## config.mk

```make
export PLATFORM = sky130hd
export DESIGN_NAME = axrm8_seq_ctrl
export DESIGN_NICKNAME = d
export VERILOG_FILES = /design/src/rtl/axrm_pkg.sv /design/src/rtl/axrm4_core.sv /design/src/rtl/axrm8_seq_ctrl.sv
export SDC_FILE = /design/constraint.sdc
export NUM_CORES = 1
export LEC_CHECK = 0
export CAP_MARGIN = 20
export CORE_MARGIN = 5
export CORE_UTILIZATION = 45
export CTS_CLUSTER_SIZE = 10
export DETAILED_ROUTE_END_ITERATION = 16
export PLACE_DENSITY = 0.69
export RECOVER_POWER = 100
export SKIP_CTS_REPAIR_TIMING = 1
export SYNTH_ARGS = -nofsm -noshare
export SYNTH_HDL_FRONTEND = slang
export SYNTH_SLANG_ARGS = --single-unit
```

## constraint.sdc

```tcl
create_clock -name clk -period 7 [get_ports clk]
set_clock_uncertainty 0.05 [all_clocks]
set_input_delay 0.7 -clock clk [delete_from_list [all_inputs] [get_ports clk]]
set_output_delay 0.7 -clock clk [all_outputs]
set_load 0.01 [all_outputs]
```

## src/rtl/axrm_pkg.sv

```systemverilog
// Shared types and constants for the axrm sequential multiplier: FSM states,
// per-step partial-product shifts and kernel-select encoding.
package axrm_pkg;

  typedef enum logic [1:0] {
    IDLE = 2'd0,
    RUN  = 2'd1,
    DONE = 2'd2
  } state_e;

  // Index by step: step 0 -> 0, steps 1/2 -> 4, step 3 -> 8.
  localparam logic [3:0][3:0] SHIFT_TBL = {4'd8, 4'd4, 4'd4, 4'd0};

  localparam logic KERN_EXACT  = 1'b0;
  localparam logic KERN_APPROX = 1'b1;

endpackage

```

## src/rtl/axrm4_core.sv

```systemverilog
// Combinational 4x4 recursive multiplier built from four 2x2 kernels;
// the kernel is either exact or a cheap approximation.
module axrm4_core
  import axrm_pkg::*;
(
  input  logic [3:0] a_i,
  input  logic [3:0] b_i,
  input  logic       kern_sel_i,
  output logic [7:0] p_o
);

  // Approximate kernel drops the cross terms: 4*(x1&y1) + 3*(x0&y0).
  function automatic logic [3:0] kern(input logic [1:0] x, input logic [1:0] y,
                                      input logic sel);
    logic [3:0] r;
    if (sel == KERN_APPROX) begin
      r = {1'b0, x[1] & y[1], 2'b00} + ((x[0] & y[0]) ? 4'd3 : 4'd0);
    end else begin
      r = {2'b00, x} * {2'b00, y};
    end
    return r;
  endfunction

  logic [7:0] k_ll, k_lh, k_hl, k_hh;

  always_comb begin
    k_ll = {4'h0, kern(a_i[1:0], b_i[1:0], kern_sel_i)};
    k_lh = {4'h0, kern(a_i[1:0], b_i[3:2], kern_sel_i)};
    k_hl = {4'h0, kern(a_i[3:2], b_i[1:0], kern_sel_i)};
    k_hh = {4'h0, kern(a_i[3:2], b_i[3:2], kern_sel_i)};
    p_o  = k_ll + ((k_lh + k_hl) << 2) + (k_hh << 4);
  end

endmodule

```

## src/rtl/axrm8_seq_ctrl.sv

```systemverilog
// Sequential 8x8 multiplier: one 4x4 core reused over four cycles with
// shift-accumulate, valid/ready on both sides and a saturating op counter.
module axrm8_seq_ctrl
  import axrm_pkg::*;
#(
  parameter int CNT_W = 16
) (
  input  logic             clk,
  input  logic             rst_n,
  input  logic             in_valid,
  output logic             in_ready,
  input  logic [7:0]       in_a,
  input  logic [7:0]       in_b,
  input  logic             in_approx,
  output logic             out_valid,
  input  logic             out_ready,
  output logic [15:0]      out_p,
  output logic             busy,
  output logic [CNT_W-1:0] op_count
);

  state_e           state_q, state_d;
  logic [1:0]       step_q, step_d;
  logic [7:0]       a_q, a_d;
  logic [7:0]       b_q, b_d;
  logic             approx_q, approx_d;
  logic [15:0]      acc_q, acc_d;
  logic [CNT_W-1:0] cnt_q, cnt_d;

  logic [3:0]  a_nib, b_nib;
  logic [7:0]  core_p;
  logic [15:0] part;

  // step[1] selects the high nibble of a, step[0] the high nibble of b.
  assign a_nib = step_q[1] ? a_q[7:4] : a_q[3:0];
  assign b_nib = step_q[0] ? b_q[7:4] : b_q[3:0];

  axrm4_core u_core (
    .a_i        (a_nib),
    .b_i        (b_nib),
    .kern_sel_i (approx_q),
    .p_o        (core_p)
  );

  assign part = {8'h00, core_p} << SHIFT_TBL[step_q];

  // NOTE: every _d gets a default first so no path leaves it unassigned (no latches).
  always_comb begin
    state_d  = state_q;
    step_d   = step_q;
    a_d      = a_q;
    b_d      = b_q;
    approx_d = approx_q;
    acc_d    = acc_q;
    cnt_d    = cnt_q;
    case (state_q)
      IDLE: begin
        if (in_valid) begin
          a_d      = in_a;
          b_d      = in_b;
          approx_d = in_approx;
          acc_d    = '0;
          step_d   = 2'd0;
          state_d  = RUN;
        end
      end
      RUN: begin
        acc_d  = acc_q + part;
        step_d = step_q + 2'd1;
        if (step_q == 2'd3) state_d = DONE;
      end
      DONE: begin
        if (out_ready) begin
          state_d = IDLE;
          if (cnt_q != '1) cnt_d = cnt_q + CNT_W'(1);
        end
      end
      default: state_d = IDLE;
    endcase
  end

  // NOTE: state registers use non-blocking assignments so all flops update together.
  always_ff @(posedge clk or negedge rst_n) begin
    if (!rst_n) begin
      state_q  <= IDLE;
      step_q   <= 2'd0;
      a_q      <= '0;
      b_q      <= '0;
      approx_q <= KERN_EXACT;
      acc_q    <= '0;
      cnt_q    <= '0;
    end else begin
      state_q  <= state_d;
      step_q   <= step_d;
      a_q      <= a_d;
      b_q      <= b_d;
      approx_q <= approx_d;
      acc_q    <= acc_d;
      cnt_q    <= cnt_d;
    end
  end

  assign in_ready  = (state_q == IDLE);
  assign out_valid = (state_q == DONE);
  assign busy      = (state_q != IDLE);
  assign out_p     = acc_q;
  assign op_count  = cnt_q;

endmodule

```

==> run metrics <==
status=finished, violations left; failing checks=max-capacitance violations, max-slew violations; Crit Reg-Reg Endpoint=out_p[14]; Syn Nets=440; RSZ-0062 raised after global routing=false; drt total wl=8120 um; CTS tree=built; EDFF count, synth=0; DRT iter0 DRCs=94; Remaining DRCs=0; Seq/Total Area, Yosys=between 30% and 40%; setup TNS=0 ps; most used flip-flop cell after synthesis=dfrtp_1; Period minus WS final=5930 ps; final worst path period share=a little over four fifths; achievable frequency=169 MHz; Skew-Pair Late Insertion Delay=310 ps; Worst EP required=7100 ps; startpoint type of the worst setup path=flop; met2 Use GR=29.1%; routability cong.=0.868; Ports=56; Total Routing Usage GR=between 10% and 20%; DR WL/cell=between 15 and 20 um; final net count=489; first-pass GRT wire length=13,800 um; origin of the critical flop-to-flop path=step_q[0]; grt ovf=0; GR Layer Usage met1=21.6%; largest net degree at the start of global routing=54; Setup Viol. Count Final=0; DR vias=2,967; crit end category=flop; clk sinks=53; die area=10,000 um^2; crit-path max FO=7; Synth Cell Area=3650 um^2; Core Area=7810 um^2; ANT cells=0; Via density=between 5 and 6; HP Class=reg2reg; R2R setup slack=1070 ps; Die Width=100 um; asr flop ratio synth=100%; Core Rows=32; clk buf depth=2; worst-case reg-to-reg path depth=23; Layout area overhead=20.3%; iteration count of the initial detailed-routing pass=4; Hold Path Origin=op_count[9]; DRT antenna net count=0; Die H=100 um; Inst Count DP=~530; CTS clk-pin slew, worst paths=110 ps; DP Wirelength=about 6200 um; share of layout cells above drive strength 1=8.33%; Max Cap Viol=2; endpoints failing hold=0; GRT met3 Usage=3.61%; Hold Path Sink=op_count[9]; worst slew pin tran=2770 ps; initial antenna violation count=0; Mapped Cells=382; CP Class=reg2reg; non-filler cells, final=534; H-Tree Depth=2; Min-Delay Path Depth=1; vias in the first global route=2,985; syn_area_per_cell=~9.6 um^2; Root Buffer=clkbuf_8; Slew Limit Headroom=-84.4%; Synth Register Bits=53; CP arrival=6040 ps; # port buffers=55; initial core utilization=around 47%; TritonCTS Buffers=5; GRT busiest layer=met2; Ys Warns=0; Netlist cell types=44; Slew Limit Fails=87
## how the worst max path moves through the flow
stage | from | end
global route | step_q[0] | out_p[14]
finish | step_q[0] | out_p[14]
detailed placement | step_q[0] | out_p[14]
floorplan | step_q[0] | out_p[14]
global placement | step_q[0] | out_p[14]
CTS | step_q[0] | out_p[14]
## worst max-delay path, cell delays in order, from the launching register on
cell      delay [ps]
dfrtp_1          530
mux2i_1          400
nor2_1           100
ha_1             310
mux2_1           330
fa_1             470
a21o_1           180
a21o_1           180
ha_1             340
and3_1           200
a221o_1          340
nor2_1           130
xor2_1           200
nor2_1            60
a21oi_1          140
nor2_1            60
ha_1             360
o21ai_0          290
o21bai_1         120
a21oi_1          160
o21ai_0          180
a221oi_1         370
xor2_1           170
o21ai_0           80
## cells in the mapped netlist (8+ instances only)
| library cell | number | area [um^2] |
|---|---|---|
| nand4_1 | 8 | 50.1 |
| and3_1 | 8 | 50.1 |
| o22ai_1 | 13 | 81.3 |
| mux2i_1 | 10 | 100 |
| xor2_1 | 14 | 123 |
| mux2_2 | 25 | 282 |
| clkbuf_1 | 13 | 48.8 |
| nor2_1 | 38 | 143 |
| dfrtp_1 | 53 | 1330 |
| nor2b_1 | 11 | 68.8 |
| ha_1 | 34 | 425 |
| nand2_1 | 35 | 131 |
| a21oi_1 | 14 | 70.1 |
| o21ai_0 | 13 | 65.1 |
| a21o_1 | 10 | 75.1 |
| xnor2_1 | 18 | 158 |
| inv_1 | 9 | 33.8 |
## routing by layer
layer  share of wire, %  vias up  routed length, um
li1                   -     1461                  -
met1                 45     1440               3650
met2                 50       62               4040
met3                4.9        4                395
met4               0.47        0                 38
met5                  0        -                  0
## metrics by stage
step | instance area [um^2] | util, % | hold WS (ps) | setup WS, ps
after detailed placement | 4280 | 54.9 | 431 | 1260
after global placement | 4280 | 54.9 | 428 | 1510
after floorplan | 3650 | - | 354 | 1680
final | 4390 | 56.2 | 453 | 1070
after CTS | 4400 | 56.4 | 452 | 1230
after global routing | 4390 | 56.2 | 476 | 618
## cell usage in the layout, fill, tap and decap left out, drive strengths merged, types with 2 or more instances in the layout
master / Yosys / routed
a211o: 2 / 2
o21a: 3 / 3
nand2: 35 / 35
nand2b: 4 / 4
nor3: 6 / 6
a21o: 10 / 10
dfrtp: 53 / 53
nand3: 6 / 6
o22ai: 13 / 13
xnor2: 18 / 18
nor4: 3 / 3
nor2: 38 / 38
o21bai: 2 / 2
mux2i: 10 / 10
fa: 3 / 3
and4: 2 / 2
a21oi: 14 / 14
clkdlybuf4s50: 0 / 17
clkbuf: 13 / 7
and3: 8 / 8
nand4: 8 / 8
a41oi: 2 / 2
and2: 2 / 2
mux2: 26 / 26
dlygate4sd3: 0 / 37
buf: 3 / 2
o21ai: 19 / 19
xor2: 14 / 14
inv: 9 / 11
nor2b: 11 / 11
ha: 34 / 34
## state kept, by name, indices dropped and copies added, names as in the netlist
signal	count
b_q	8
step_q	2
a_q	8
state_q	2
approx_q	1
out_p	16
op_count	16
## logic make-up after synthesis
kind of cell / count (synthesis) / synth area share, %
flops: 53 / 36.4
compound gates: 74 / 12.9
buf+inv: 25 / 2.57
simple gates: 125 / 16.4
fa+ha+maj: 37 / 13.3
mux: 36 / 10.8
xor+xnor: 32 / 7.68
## final cells by class
| class | instances | area (um^2) |
|---|---|---|
| multi-input cells | 304 | 2220 |
| inverters | 9 | 33.8 |
| flip-flops and latches | 53 | 1330 |
| repair buffers | 58 | 561 |
| clock buffers | 5 | 68.8 |
| well taps | 102 | 128 |
| clock inverters | 3 | 47.5 |
| fillers | 698 | 3420 |
Power is left out: the tool's default activity adds up to more than one toggle a clock period on the data nets, which glitch-free logic cannot reach.
